<file path="src/rtl/control_fsm.sv">
// Multicycle main control unit for the single-bus RV32I-subset core.
// Sequences fetch/decode/execute/memory/writeback and counts retired instructions.
module control_fsm #(
  parameter int CNT_W = 32
) (
  input  logic             clk,
  input  logic             rst_n,
  input  logic [6:0]       opcode,
  input  logic             branch,
  input  logic             mem_ready,
  output logic             mem_req,
  output logic             mem_write,
  output logic             adr_src,
  output logic             ir_write,
  output logic             pc_write,
  output logic             reg_write,
  output logic [1:0]       alu_src_a,
  output logic [1:0]       alu_src_b,
  output logic [1:0]       result_src,
  output logic [1:0]       aluOp,
  output logic             illegal,
  output logic [CNT_W-1:0] instret
);

  // state    | meaning
  // FETCH    | read instruction at PC, PC <= PC+4 when memory is ready
  // DECODE   | branch/jal target (oldPC+imm) into ALUOut, dispatch on opcode
  // MEMADR   | rs1+imm into ALUOut for lw/sw
  // MEMREAD  | data read at ALUOut, waits on mem_ready
  // MEMWB    | memory data to rd
  // MEMWRITE | data write at ALUOut, waits on mem_ready
  // EXECR    | rs1 op rs2
  // EXECI    | rs1 op imm
  // ALUWB    | ALUOut to rd
  // BRANCH   | compare rs1/rs2, PC <= ALUOut when taken
  // JAL      | PC <= ALUOut (target), ALUOut <= oldPC+4
  // TRAP     | unsupported opcode, parked until reset

  typedef enum logic [3:0] {
    S_FETCH,
    S_DECODE,
    S_MEMADR,
    S_MEMREAD,
    S_MEMWB,
    S_MEMWRITE,
    S_EXECR,
    S_EXECI,
    S_ALUWB,
    S_BRANCH,
    S_JAL,
    S_TRAP
  } state_t;

  localparam logic [6:0] OP_LW     = 7'b0000011;
  localparam logic [6:0] OP_SW     = 7'b0100011;
  localparam logic [6:0] OP_RTYPE  = 7'b0110011;
  localparam logic [6:0] OP_ADDI   = 7'b0010011;
  localparam logic [6:0] OP_BRANCH = 7'b1100011;
  localparam logic [6:0] OP_JAL    = 7'b1101111;

  localparam logic [1:0] SRCA_PC    = 2'b00;
  localparam logic [1:0] SRCA_OLDPC = 2'b01;
  localparam logic [1:0] SRCA_RS1   = 2'b10;
  localparam logic [1:0] SRCB_RS2   = 2'b00;
  localparam logic [1:0] SRCB_IMM   = 2'b01;
  localparam logic [1:0] SRCB_FOUR  = 2'b10;
  localparam logic [1:0] RES_ALUOUT = 2'b00;
  localparam logic [1:0] RES_MEM    = 2'b01;
  localparam logic [1:0] RES_ALU    = 2'b10;
  localparam logic [1:0] ALUOP_ADD  = 2'b00;
  localparam logic [1:0] ALUOP_ITYP = 2'b01;
  localparam logic [1:0] ALUOP_RTYP = 2'b10;

  state_t           state_q, state_d;
  logic             illegal_q;
  logic [CNT_W-1:0] cnt_q;
  logic             retire;

  logic       mem_req_c, mem_write_c, adr_src_c;
  logic       ir_write_c, pc_write_c, reg_write_c;
  logic [1:0] alu_src_a_c, alu_src_b_c, result_src_c, aluop_c;

  always_ff @(posedge clk) begin
    if (!rst_n) begin
      state_q   <= S_FETCH;
      illegal_q <= 1'b0;
      cnt_q     <= '0;
    end else begin
      state_q <= state_d;
      if (state_d == S_TRAP) begin
        illegal_q <= 1'b1;
      end
      if (retire) begin
        cnt_q <= cnt_q + CNT_W'(1);
      end
    end
  end

  always_comb begin
    state_d      = state_q;
    retire       = 1'b0;
    mem_req_c    = 1'b0;
    mem_write_c  = 1'b0;
    adr_src_c    = 1'b0;
    ir_write_c   = 1'b0;
    pc_write_c   = 1'b0;
    reg_write_c  = 1'b0;
    alu_src_a_c  = SRCA_PC;
    alu_src_b_c  = SRCB_RS2;
    result_src_c = RES_ALUOUT;
    aluop_c      = ALUOP_ADD;

    case (state_q)
      S_FETCH: begin
        mem_req_c    = 1'b1;
        alu_src_a_c  = SRCA_PC;
        alu_src_b_c  = SRCB_FOUR;
        result_src_c = RES_ALU;
        ir_write_c   = mem_ready;
        pc_write_c   = mem_ready;
        if (mem_ready) begin
          state_d = S_DECODE;
        end
      end

      S_DECODE: begin
        alu_src_a_c = SRCA_OLDPC;
        alu_src_b_c = SRCB_IMM;
        case (opcode)
          OP_LW, OP_SW: state_d = S_MEMADR;
          OP_RTYPE:     state_d = S_EXECR;
          OP_ADDI:      state_d = S_EXECI;
          OP_BRANCH:    state_d = S_BRANCH;
          OP_JAL:       state_d = S_JAL;
          default:      state_d = S_TRAP;
        endcase
      end

      S_MEMADR: begin
        alu_src_a_c = SRCA_RS1;
        alu_src_b_c = SRCB_IMM;
        state_d     = (opcode == OP_SW) ? S_MEMWRITE : S_MEMREAD;
      end

      S_MEMREAD: begin
        mem_req_c = 1'b1;
        adr_src_c = 1'b1;
        if (mem_ready) begin
          state_d = S_MEMWB;
        end
      end

      S_MEMWB: begin
        result_src_c = RES_MEM;
        reg_write_c  = 1'b1;
        retire       = 1'b1;
        state_d      = S_FETCH;
      end

      S_MEMWRITE: begin
        mem_req_c   = 1'b1;
        mem_write_c = 1'b1;
        adr_src_c   = 1'b1;
        if (mem_ready) begin
          retire  = 1'b1;
          state_d = S_FETCH;
        end
      end

      S_EXECR: begin
        alu_src_a_c = SRCA_RS1;
        alu_src_b_c = SRCB_RS2;
        aluop_c     = ALUOP_RTYP;
        state_d     = S_ALUWB;
      end

      S_EXECI: begin
        alu_src_a_c = SRCA_RS1;
        alu_src_b_c = SRCB_IMM;
        aluop_c     = ALUOP_ITYP;
        state_d     = S_ALUWB;
      end

      S_ALUWB: begin
        result_src_c = RES_ALUOUT;
        reg_write_c  = 1'b1;
        retire       = 1'b1;
        state_d      = S_FETCH;
      end

      S_BRANCH: begin
        alu_src_a_c  = SRCA_RS1;
        alu_src_b_c  = SRCB_RS2;
        result_src_c = RES_ALUOUT;
        pc_write_c   = branch;
        retire       = 1'b1;
        state_d      = S_FETCH;
      end

      // jal retires in the following ALUWB, which writes oldPC+4 to rd
      S_JAL: begin
        alu_src_a_c  = SRCA_OLDPC;
        alu_src_b_c  = SRCB_FOUR;
        result_src_c = RES_ALUOUT;
        pc_write_c   = 1'b1;
        state_d      = S_ALUWB;
      end

      S_TRAP: begin
        state_d = S_TRAP;
      end

      default: begin
        state_d = S_FETCH;
      end
    endcase
  end

  // reset masks every output so an abandoned access never raises an enable
  assign mem_req    = rst_n & mem_req_c;
  assign mem_write  = rst_n & mem_write_c;
  assign adr_src    = rst_n & adr_src_c;
  assign ir_write   = rst_n & ir_write_c;
  assign pc_write   = rst_n & pc_write_c;
  assign reg_write  = rst_n & reg_write_c;
  assign alu_src_a  = rst_n ? alu_src_a_c  : 2'b00;
  assign alu_src_b  = rst_n ? alu_src_b_c  : 2'b00;
  assign result_src = rst_n ? result_src_c : 2'b00;
  assign aluOp      = rst_n ? aluop_c      : 2'b00;
  assign illegal    = rst_n & illegal_q;
  assign instret    = rst_n ? cnt_q : '0;

endmodule
</file>
<file path="config.mk">
export PLATFORM = sky130hd
export DESIGN_NAME = control_fsm
export DESIGN_NICKNAME = d
export VERILOG_FILES = /design/src/rtl/control_fsm.sv
export SDC_FILE = /design/constraint.sdc
export NUM_CORES = 1
export LEC_CHECK = 0
export ABC_AREA = 1
export CAP_MARGIN = 5
export CORE_UTILIZATION = 44
export DETAILED_ROUTE_END_ITERATION = 16
export PLACE_DENSITY = 0.7
export SLEW_MARGIN = 20
export SYNTH_ARGS = -nofsm -noshare
export SYNTH_HDL_FRONTEND = slang
export SYNTH_SLANG_ARGS = --single-unit
export TNS_END_PERCENT = 1
</file>
<file path="constraint.sdc">
create_clock -name clk -period 3.32 [get_ports clk]
set_input_delay 0.83 -clock clk [delete_from_list [all_inputs] [get_ports clk]]
set_output_delay 0.83 -clock clk [all_outputs]
set_load 0.02 [all_outputs]
</file>
# Word-level counts from Yosys, hierarchy flattened
# Index checks and enable logic that the tools add are counted.
[totals]
memories = 0
latchBits = 0
ff_bits = 37
ram_bits = 0
output_inout_bits = 47
inputBits = 11
romBits = 0
[op_classes]
bitwise_logic = 7
div_mod_pow = 0
mul = 0
magnitude_cmp = 0
reduce_logical = 11
shifts = 0
n_eq_ne = 18
mux = 23
add_sub_neg = 1
[ops]
columns = ["operator", "n"]
rows = [
  ["adder 32 x 1 -> 32 bit, second input constant", 1],
  ["2-to-1 mux 32 bit", 1],
  ["case mux 4 bit (7 select lines)", 1],
  ["== test 4 bit, second input constant", 5],
  ["case mux 4 bit (5 select lines)", 1],
  ["== test 4 x 3 -> 1 bit, second input constant", 4],
  ["case mux 2 bit (2 select lines)", 4],
  ["== test 7 x 6 -> 1 bit, second input constant", 2],
  ["== test 7 bit, second input constant", 2],
  ["2-to-1 mux 4 bit", 3],
  ["OR reduction 3 bit", 4],
  ["OR reduction 2 bit", 5],
  ["== test 4 x 2 -> 1 bit, second input constant", 2],
  ["2-to-1 mux 2 bit", 4],
  ["bitwise AND 1 bit", 7],
  ["== test 7 x 2 -> 1 bit, second input constant", 1],
  ["== test 7 x 5 -> 1 bit, second input constant", 1],
  ["2-to-1 mux 1 bit", 6],
  ["== test 4 x 1 -> 1 bit, second input constant", 1],
  ["zero test 4 bit", 1],
  ["OR reduction 4 bit", 1],
  ["2-to-1 mux 3 bit", 1],
  ["case mux 1 bit (3 select lines)", 1],
  ["case mux 1 bit (2 select lines)", 1],
]

# Depth between registers and ports, before layout
[depth]
depth_word = 5
ltp_mapped = 10
ltp_nobuf = 10

# Worst setup path before layout
# No wires, ideal clock.
[synth_timing]
path_kind = "in2out"
startpoint = "input port rst_n"
endpoint = "output port aluOp[1]"
setup_slack_ns = 0.803
stages = 2
arrival_ns = 1.687
cell_sequence = "clkinv_1 nor4_1"
[synth_between]
elab_chain_cells = 1
[synth_lines]
columns = ["element", "line", "rtl"]
rows = [
  ["start: declaration", "7", "input logic rst_n,"],
  ["2-to-1 mux 2 bit", "229", "assign aluOp = rst_n ? aluop_c : 2'b00;"],
  ["end: declaration", "20", "output logic [1:0] aluOp,"],
]
# Every way passes these cells.

# Final worst setup path
[layout_timing]
startpoint = "input port rst_n"
endpoint = "output port illegal"
[layout_between]
elab_chain_cells = 1
[layout_lines]
columns = ["element", "line", "rtl"]
rows = [
  ["bitwise AND 1 bit", "230", "assign illegal = rst_n & illegal_q;"],
  ["end: declaration", "21", "output logic illegal,"],
]
# Every way passes these cells.

==> key figures <==
Drt
  – Post-route DRC: 0
  – Via-per-instance ratio: between 4 and 5
  – WL final: 7490 um
  – DRT iter0 DRCs: around 180
  – Final ANT Viol Nets: 0
  – Total number of vias: roughly 3,300
  – DR WL/cell: 11.2 um
  – DR pass1 iterations: 4

Synth
  – Fraction of synthesized cell area in xor and xnor cells: under 10%
  – Post-Syn Area: 0.00292 sq mm
  – Post-synthesis async set-or-reset flop share: 0%
  – Post-synth EDFFs: 0
  – Post-synthesis compound-gate area fraction: 8.49%
  – Yosys synthesis warning count: 0
  – Post-synthesis adder-cell area fraction: less than 1%
  – Synth Area in Simple Gates: 49.4%
  – Ranking of synthesized cells by area: nand2_1 (26%), dfxtp_1 (25%), inv_1 (11%), nor2_1 (9.3%), a21oi_1 (5.0%)
  – Distinct cells, synth: 34
  – Synth area leader: nand2_1
  – Largest family of logic cells by synthesized area: simple AND/OR/NAND/NOR gates
  – Mux cell area share after synthesis: 0%
  – Top_reg_cell synth: dfxtp_1
  – Post-Synthesis Cells: between 500 and 600
  – Top cell type's share of synthesized area: 25.9%
  – Post-Syn Nets: 540
  – Synth Register Bits: 37
  – Avg Inst Size Synth: 5.53 sq um
  – Sequential area share after synthesis: 25.4%

Cells and area
  – Fill count: 646
  – Multi-input logic area: between 0.0015 and 0.002 sq mm
  – Share of layout cells above drive strength 1: 9.34%
  – Final net count: 600
  – Design area: 0.00368 sq mm
  – Register area: 741 sq um
  – Synth-to-layout area growth: 26.1%
  – Layout Utilization: 57.6%
  – Ant diodes: 0

Outcome
  – Outcome: finished clean

Setup path
  – CP Class: in -> out
  – Slowest library cell on the worst path: clkdlybuf4s50_1
  – Worst Setup SP: rst_n
  – R2R Path End: cnt_q[28]
  – CP Capture Type: output pin
  – Crit-path cells: clkdlybuf4s50_1, buf_6, nand2_1, inv_1, clkdlybuf4s50_1
  – Max incr delay on CP: ~0.60 ns
  – Flop2flop setup slack: roughly 1.5 ns
  – CP Max Fanout: 28
  – CP dominant cell by count: clkdlybuf4s50_1
  – Arrival time of the worst setup path: 2.38 ns
  – Reg2reg start: state_q[0]
  – Worst EP required: 2.49 ns
  – Element type at the critical path start: primary input
  – R2R cell count: 8

CTS
  – CTS tree: built
  – Clock Tree Buf Depth: 2
  – Number of CTS-inserted buffers: 5
  – CTS clk-pin slew, worst paths: ~0.080 ns
  – CTS sink count: 37
  – Postcts setup bufs: 0
  – Clock root buffer: clkbuf_8
  – Hold-fix buffers at CTS: 0
  – Htree depth: 2
  – Clk_lat worst skew: 0.29 ns

Min path
  – Hold Crit Class: reg -> reg
  – Worst hold path depth: 2
  – Hold Crit Start: cnt_q[31]
  – Hold endpoint: cnt_q[31]

Power and ir drop
  – Peak supply drop: 0.204 mV
  – Power per cell area: 359 mW/mm^2
  – LEAKAGE: 1.75 nW

Die
  – I/O pins: between 50 and 60
  – Die Width: 83.4 um
  – Starting Density: approximately 46%
  – Die H: 83.4 um
  – Core Region: 0.00639 sq mm
  – FP Rows: 29
  – Die footprint: 0.00696 sq mm

STA
  – RSZ-0062 raised after global routing: false
  – Slew headroom: 69.1%
  – Worst hold margin: just over 0.5 ns
  – Final hold vios: 0
  – Final period util: 96.6%
  – # setup viols final: 0
  – Max Clock Skew: 0.0123 ns
  – Setup TNS: 0 ns
  – Achievable Freq: 312 MHz
  – Max-slew violation count: 0
  – Fin crit period: between 3 and 4 ns
  – Worst-margin pin slew: 0.463 ns

Placement
  – Placed Area: about 0.0036 sq mm
  – GPL Wtd Cong: 0.827
  – I/O Buffers: 57
  – Post-DP HPWL: 5630 um

GRT
  – Initial antenna violation count: 0
  – Largest net degree at the start of global routing: 36
  – Vias in the first global route: just under 3,000
  – First-pass GRT wire length: 13,200 um
  – Total track usage: 22.8%
  – Gr ovfl total: 0

Flow run
  – Max-Cap Viols: 0
==> synthesized netlist by cell type, drive strengths merged, types with 2 or more instances <==
cell	number
a21oi	31
a31oi	2
buf	6
clkbuf	6
dfxtp	37
inv	92
nand2	215
nand3	23
nand4	6
nor2	84
nor3	5
o21ai	10
xnor2	2
xor2	4
==> power by group <==
part           switching [W]  leakage [nW]  internal (W)
Combinational       0.000346          1.41      0.000171
Sequential         0.0000279         0.299      0.000468
Clock               0.000164        0.0450      0.000146
==> cells in the final DEF (no fill, tap or decap), types with 2 or more instances in the layout <==
master	count
a21oi_2	2
clkdlybuf4s50_1	50
xor2_1	4
dlymetal6s2s_1	7
nand2_1	201
dfxtp_1	37
nor2_1	72
nand4_1	5
clkinv_2	3
nor3_1	5
nand3_1	22
inv_2	6
nor2_2	4
nor2_4	8
a21oi_1	29
o21ai_0	7
xnor2_1	2
nand2_2	12
clkbuf_8	5
a31oi_1	2
inv_1	85
nand2_4	2
buf_4	7
o21ai_1	2
==> how the worst max path moves through the flow <==
stage                   end  cells past startpoint
3_3_place_gp        mem_req                      5
5_1_grt        alu_src_a[1]                      5
4_1_cts             illegal                      5
2_1_floorplan      aluOp[1]                      2
6_report            illegal                      5
3_5_place_dp   alu_src_b[1]                      5
==> sequential cells by signal, indices dropped and copies added (netlist names) <==
register / count
cnt_q: 32
illegal_q: 1
state_q: 4
==> logic make-up (layout without fill, tap and decap cells) <==
| logic type | count (synthesis) | count (layout) |
|---|---|---|
| AOI/OAI and AO/OA | 45 | 45 |
| xor gates and xnor gates | 6 | 6 |
| adders and majority gates | 1 | 1 |
| buffers and inverters | 105 | 166 |
| DFF | 37 | 37 |
| and+or+nand+nor | 334 | 334 |
==> worst max-delay path: cells and delay by family <==
kind          cells  cell delay, ns
buf+inv           4            1.44
simple gates      1            0.11
==> metrics by stage <==
step	setup WS (ns)	cells	total power [W]
floorplan	0.803	528	0.000877
CTS	0.0351	666	0.00133
global route	0.00504	666	0.00141
finish	0.113	666	0.00132
detailed placement	-0.0707	658	0.00102
global placement	-0.0268	658	0.00102
==> what timing repair did <==
action / in CTS / in global routing
gates resized for setup: 1 / 8
hold endpoints to repair: 0 / 0
endpoints found under the setup margin: 7 / 20
==> final cells by class <==
cell class,instances,share of cell area (%)
Timing Repair Buffer,65,17.7
Sequential cell,37,20.1
Clock inverter,2,0.272
Clock buffer,6,1.97
Tap cell,77,2.62
Inverter,93,9.66
Multi-Input combinational cell,386,47.6
==> metal layers <==
metal  GRT usage (%)  wire length, um  vias to the layer above
li1                -                -                     1708
met1            30.3             3430                     1467
met2            39.1             3620                       67
met3            3.28              375                       10
met4            4.78               70                        0
met5               0                0                        -
Note: power is estimated with default switching activity, not from simulation.
